--- config.mk ---
export PLATFORM = sky130hd
export DESIGN_NAME = spike_packet_dispatcher_flat
export DESIGN_NICKNAME = d
export VERILOG_FILES = /design/src/rtl/spike_packet_dispatcher_if.sv /design/src/rtl/spike_packet_dispatcher.sv /design/src/flat_wrapper.sv
export SDC_FILE = /design/constraint.sdc
export NUM_CORES = 1
export LEC_CHECK = 0
export ABC_CLOCK_PERIOD_IN_PS = 3580
export BUFFER_PORTS_ARGS = -buffer_cell sky130_fd_sc_hd__buf_2
export CELL_PAD_IN_SITES_DETAIL_PLACEMENT = 1
export CELL_PAD_IN_SITES_GLOBAL_PLACEMENT = 1
export CORE_MARGIN = 1
export CORE_UTILIZATION = 45
export CTS_CLUSTER_DIAMETER = 200
export CTS_CLUSTER_SIZE = 20
export DETAILED_ROUTE_END_ITERATION = 10
export PLACE_DENSITY_LB_ADDON = 0.12
export SETUP_SLACK_MARGIN = 0.2
export SYNTH_ARGS = -nofsm -noshare
export SYNTH_HDL_FRONTEND = slang
export SYNTH_SLANG_ARGS = --single-unit
--- constraint.sdc ---
create_clock -name clk -period 3.58 [get_ports clk]
set_input_delay 0.895 -clock clk [delete_from_list [all_inputs] [get_ports clk]]
set_output_delay 0.895 -clock clk [all_outputs]
set_load 0.005 [all_outputs]
--- src/rtl/spike_packet_dispatcher_if.sv ---
// Handshake bundle between the token controller, the dispatcher queue and the router.
// The master modport is the dispatcher's view; slave is the surrounding environment.
interface spike_packet_dispatcher_if #(
  parameter int PACKET_WIDTH = 30
);
  logic                    spike_in;
  logic [PACKET_WIDTH-1:0] packet_in;
  logic                    local_buffers_full;
  logic [PACKET_WIDTH-1:0] packet_out;
  logic                    packet_valid;
  logic                    packet_ready;

  modport master (
    input  spike_in, packet_in, packet_ready,
    output packet_out, packet_valid, local_buffers_full
  );

  modport slave (
    output spike_in, packet_in, packet_ready,
    input  packet_out, packet_valid, local_buffers_full
  );
endinterface

--- src/rtl/spike_packet_dispatcher.sv ---
// Outgoing spike packet queue: circular FIFO between token controller and router.
// Optional macro SPIKE_DROP_COUNT_EN adds a saturating 16-bit drop_count output.
module spike_packet_dispatcher #(
  parameter int PACKET_WIDTH = 30,
  parameter int FIFO_DEPTH   = 4
) (
  input  logic clk,
  input  logic rst,
  input  logic tick,
  spike_packet_dispatcher_if.master bus,
  output logic error,
  output logic tick_overrun
`ifdef SPIKE_DROP_COUNT_EN
  ,
  output logic [15:0] drop_count
`endif
);
  localparam int PW = $clog2(FIFO_DEPTH);
  localparam logic [PW:0] DEPTH_C = (PW+1)'(FIFO_DEPTH);

  logic [PACKET_WIDTH-1:0] mem [FIFO_DEPTH];
  logic [PW-1:0]           rd_ptr;
  logic [PW-1:0]           wr_ptr;
  logic [PW:0]             count;
  logic                    full;
  logic                    pop;
  logic                    push;
  logic                    drop;

  assign full = (count == DEPTH_C);
  assign pop  = bus.packet_valid && bus.packet_ready;
  // A pop in the same edge frees a slot, so a full queue still accepts the spike.
  assign push = bus.spike_in && (!full || pop);
  assign drop = bus.spike_in && full && !pop;

  assign bus.packet_valid       = (count != '0);
  assign bus.packet_out         = mem[rd_ptr];
  assign bus.local_buffers_full = (count >= DEPTH_C - 1'b1);

  always_ff @(posedge clk) begin
    if (push) begin
      mem[wr_ptr] <= bus.packet_in;
    end
  end

  always_ff @(posedge clk or posedge rst) begin
    if (rst) begin
      rd_ptr       <= '0;
      wr_ptr       <= '0;
      count        <= '0;
      error        <= 1'b0;
      tick_overrun <= 1'b0;
    end else begin
      if (push) begin
        wr_ptr <= wr_ptr + PW'(1);
      end
      if (pop) begin
        rd_ptr <= rd_ptr + PW'(1);
      end
      case ({push, pop})
        2'b10:   count <= count + 1'b1;
        2'b01:   count <= count - 1'b1;
        default: count <= count;
      endcase
      if (drop) begin
        error <= 1'b1;
      end
      if (tick && (count != '0)) begin
        tick_overrun <= 1'b1;
      end
    end
  end

`ifdef SPIKE_DROP_COUNT_EN
  always_ff @(posedge clk or posedge rst) begin
    if (rst) begin
      drop_count <= '0;
    end else if (drop && (drop_count != 16'hFFFF)) begin
      drop_count <= drop_count + 16'd1;
    end
  end
`endif

endmodule

--- src/flat_wrapper.sv ---
// flat-port wrapper written by rule: the top's interface ports become plain ports
module spike_packet_dispatcher_flat 
#(
  parameter int PACKET_WIDTH = 30,
  parameter int FIFO_DEPTH   = 4
)
  (clk, rst, tick, error, tick_overrun, bus_spike_in, bus_packet_in, bus_packet_ready, bus_packet_out, bus_packet_valid, bus_local_buffers_full);
  spike_packet_dispatcher_if #(.PACKET_WIDTH(PACKET_WIDTH)) bus_i ();
  input  logic clk;
  input  logic rst;
  input  logic tick;
  output logic error;
  output logic tick_overrun;
  input wire logic [$bits(bus_i.spike_in)-1:0] bus_spike_in;
  input wire logic [$bits(bus_i.packet_in)-1:0] bus_packet_in;
  input wire logic [$bits(bus_i.packet_ready)-1:0] bus_packet_ready;
  output wire logic [$bits(bus_i.packet_out)-1:0] bus_packet_out;
  output wire logic [$bits(bus_i.packet_valid)-1:0] bus_packet_valid;
  output wire logic [$bits(bus_i.local_buffers_full)-1:0] bus_local_buffers_full;
  assign bus_i.spike_in = bus_spike_in;
  assign bus_i.packet_in = bus_packet_in;
  assign bus_i.packet_ready = bus_packet_ready;
  assign bus_packet_out = bus_i.packet_out;
  assign bus_packet_valid = bus_i.packet_valid;
  assign bus_local_buffers_full = bus_i.local_buffers_full;
  spike_packet_dispatcher #(.PACKET_WIDTH(PACKET_WIDTH), .FIFO_DEPTH(FIFO_DEPTH)) u_core (.clk(clk), .rst(rst), .tick(tick), .bus(bus_i), .error(error), .tick_overrun(tick_overrun));
endmodule
==> out/results.tsv <==
stage	metric	value	unit
synth	synth_sequential_area_ratio	78.58	%
job	max_cap_viol_count	0	
pwr	pwr_density_cell	840.0	mW/mm²
routing	post_drt_wl_per_cell	19.63	µm
pwr	power.internal	3.635	mW
outcome	outcome	finished, final reports clean	
routing	vias_per_cell	5.130	
placed_design	port_bufs	68	
die	die_width	106.1	µm
global_routing	wire_length_of_the_first_global_routing_pass	13.13	mm
placed_design	detailedPlace.worstSlack	0.9700	ns
sta	fmax	335.4	MHz
sta	setup_violations	0	
synth	synth.top_cells.by_area	edfxtp_1, mux4_2, dfrtp_1	
global_routing	grt_antenna_before_repair	0	
synth	synth_area_leader_cell	edfxtp_1	
placed_design	hpwl	5.278	mm
clock_tree	clkSlewWorstSetupHoldPaths	0.06	ns
clock_tree	cts_hold_buffers	0	
routing	antenna_violating_nets_post_route	0	
final_layout	layout.cell_area.non_filler	0.005906	mm²
min_path	hold_path_class	in -> async	
clock_tree	number_of_buffers_on_the_longest_clock_path	2	
final_layout	n_fill_cell	940	
clock_tree	cts_made_buffers	17	
sta	tns	0	ns
pwr	ir_worst_vdd	508.5	µV
final_layout	layout.nets	325	
die	fp.dieH	106.1	µm
sta	rsz0062_at_grt	false	
sta	tightest_slew	0.8462	ns
final_layout	synthToLayoutAreaGrowth	21.21	%
routing	number_of_remaining_drc_errors	0	
pwr	power_leakage	2.103	nW
sta	final_hold_slack	0.3635	ns
sta	min_period_over_period	83.28	%
pwr	p_switching	1.326	mW
global_routing	grt_pass1_vias	2404	
clock_tree	cts.htree.levels	4	
setup_path	arrival	2.09	ns
global_routing	largest_net_degree_at_the_start_of_global_routing	32	
routing	totalWireLength	8.480	mm
setup_path	critical_path_peak_fanout	21	
global_routing	total_global_route_track_usage	16.42	%
die	floorplan.initialDensity	46.77	%
final_layout	diodes	0	
routing	drt_iter0_markers	117	
sta	slew_headroom	43.58	%
synth	number_of_storage_elements_in_the_synthesis_netlist	129	
placed_design	placement.cell_area	0.005366	mm²
synth	synth.avg_cell_area	24.36	µm²
setup_path	timing.setup.critical_path_class	reg -> out	
placed_design	rd_place_congestion	0.6958	
clock_tree	tritoncts	yes	
die	die_area	0.01125	mm²
synth	yosysUniqueCellTypes	21	
synth	netlist_instances	200	
pwr	power.sequential.fraction	43.1	%
clock_tree	post_cts.repair.setup_buffers	0	
pwr	share_of_total_power_in_combinational_logic	25.7	%
die	core	0.01042	mm²
setup_path	worst-r2r-cell-count	9	
sta	finalWorstPathRequiredPeriod	2.981	ns
synth	share_of_yosys_cell_area_claimed_by_the_top_area_cell_type	73.96	%
pwr	share_clk_of_total_power	31.2	%
routing	overall_via_count_from_detail_route	2216	
clock_tree	ctsResizeCount	0	
clock_tree	clkLatencyLatePin	0.50	ns
pwr	power.switching_fraction	26.73	%
sta	slew_viol_final	0	
final_layout	drive_above_1_share	47.30	%
synth	netlist_area_before_placement	0.004872	mm²
global_routing	grt-ovfl-total	0	
sta	setup_ws	0.5987	ns
setup_path	cp_data_required_time	2.68	ns
setup_path	cp-start-kind	register	
sta	timing.final.hold_violations	0	
synth	synth.yosys.warnings	0	
die	design.portCount	69	
clock_tree	cts_num_sinks	129	
setup_path	end_kind	output port	
die	core.rowCount	37	
pwr	p_total	4.961	mW
routing	drt_pre_antenna_iters	4	
synth	mappedNetlistNets	241	
sta	timing.clock.skew	0.008663	ns
clock_tree	clock-root-buffer	clkbuf_8	
[sequential cells by signal (all words and copies together), names as in the netlist]
signal,count
u_core.count,3
u_core.wr_ptr,2
u_core.tick_overrun,1
u_core.rd_ptr,2
u_core.mem,120
u_core.error,1
[per-stage QoR]
step                cells  utilization, %
finish                432           56.70
global route          432           56.70
CTS                   432           56.70
detailed placement    401           51.52
global placement      401           51.52
floorplan             200               -
[Yosys cell counts, drive strengths merged]
cell / count
inv: 7
mux4: 30
or3: 1
dfrtp: 9
ha: 5
edfxtp: 120
buf: 7
a21o: 3
nand3: 1
xor2: 3
and2: 5
mux2i: 1
mux2: 1
fa: 1
nor2: 1
xnor2: 3
nor2b: 1
nor4b: 1
[cell usage in the layout, fill, tap and decap left out, types with 2 or more instances in the layout]
cell / Yosys / final
edfxtp_1: 120 / 120
buf_2: 3 / 68
mux4_2: 30 / 30
clkbuf_16: 0 / 16
dfrtp_1: 9 / 8
inv_1: 7 / 7
ha_1: 5 / 5
and2_2: 4 / 4
clkinv_1: 0 / 4
xor2_1: 3 / 3
xnor2_1: 3 / 3
clkinv_2: 0 / 3
clkinvlp_4: 0 / 3
buf_4: 0 / 3
a21o_2: 2 / 2
bufinv_16: 0 / 2
[path summary, 6_finish.rpt]
check                                    start                  end  slack [ns]
max                           u_core.rd_ptr[0]    bus_packet_out[0]        0.60
min                                        rst     u_core.wr_ptr[1]        0.36
max reg2reg                    u_core.count[0]      u_core.count[2]        1.48
min reg2reg                u_core.tick_overrun  u_core.tick_overrun        0.45
max in group asynchronous                  rst     u_core.rd_ptr[0]        2.92
min in group clk           u_core.tick_overrun  u_core.tick_overrun        0.45
[cell families (layout without fill, tap and decap cells)]
kind of cell	after synthesis	in the layout	share of synthesized area [%]
multiplexers	32	32	14.38
AO/OA/AOI/OAI	3	3	0.5137
adder cells (fa/ha/maj)	6	6	1.695
XOR/XNOR	6	6	1.079
buffers and inverters	14	110	1.772
flip-flops	129	129	78.58
AND/OR/NAND/NOR	10	10	1.977
[routing by layer]
layer	global-route usage, %	vias up	part of all wire, %
met3	4.966	2	4.1
li1	-	992	-
met1	21.40	1165	44
met2	26.56	57	52
met4	5.357	0	0.34
met5	0	-	0
[layout make-up]
type | count | area [µm²] | share of cell area, %
flip-flops and latches | 129 | 3830 | 64.85
multi-input cells | 57 | 957.2 | 16.21
clock buffers | 18 | 417.9 | 7.076
repair buffers | 72 | 382.9 | 6.483
well taps | 136 | 170.2 | 2.881
clock inverters | 13 | 121.4 | 2.055
inverters | 7 | 26.28 | 0.4449
[power by group through the flow]
stage	sequential [mW]	combinational, mW	clock, mW
after global placement	2.16	1.30	0
after detailed placement	2.17	1.31	0
after global routing	2.17	1.39	1.63
after floorplan	2.09	0.893	0
final	2.14	1.28	1.55
after CTS	2.15	1.32	1.58
[worst max-delay path: stages (launching register included)]
cell and delay (ns):
dfrtp_2 0.63, buf_12 0.27, mux4_2 0.53, buf_2 0.15
Note: power is estimated with default switching activity, not from simulation.
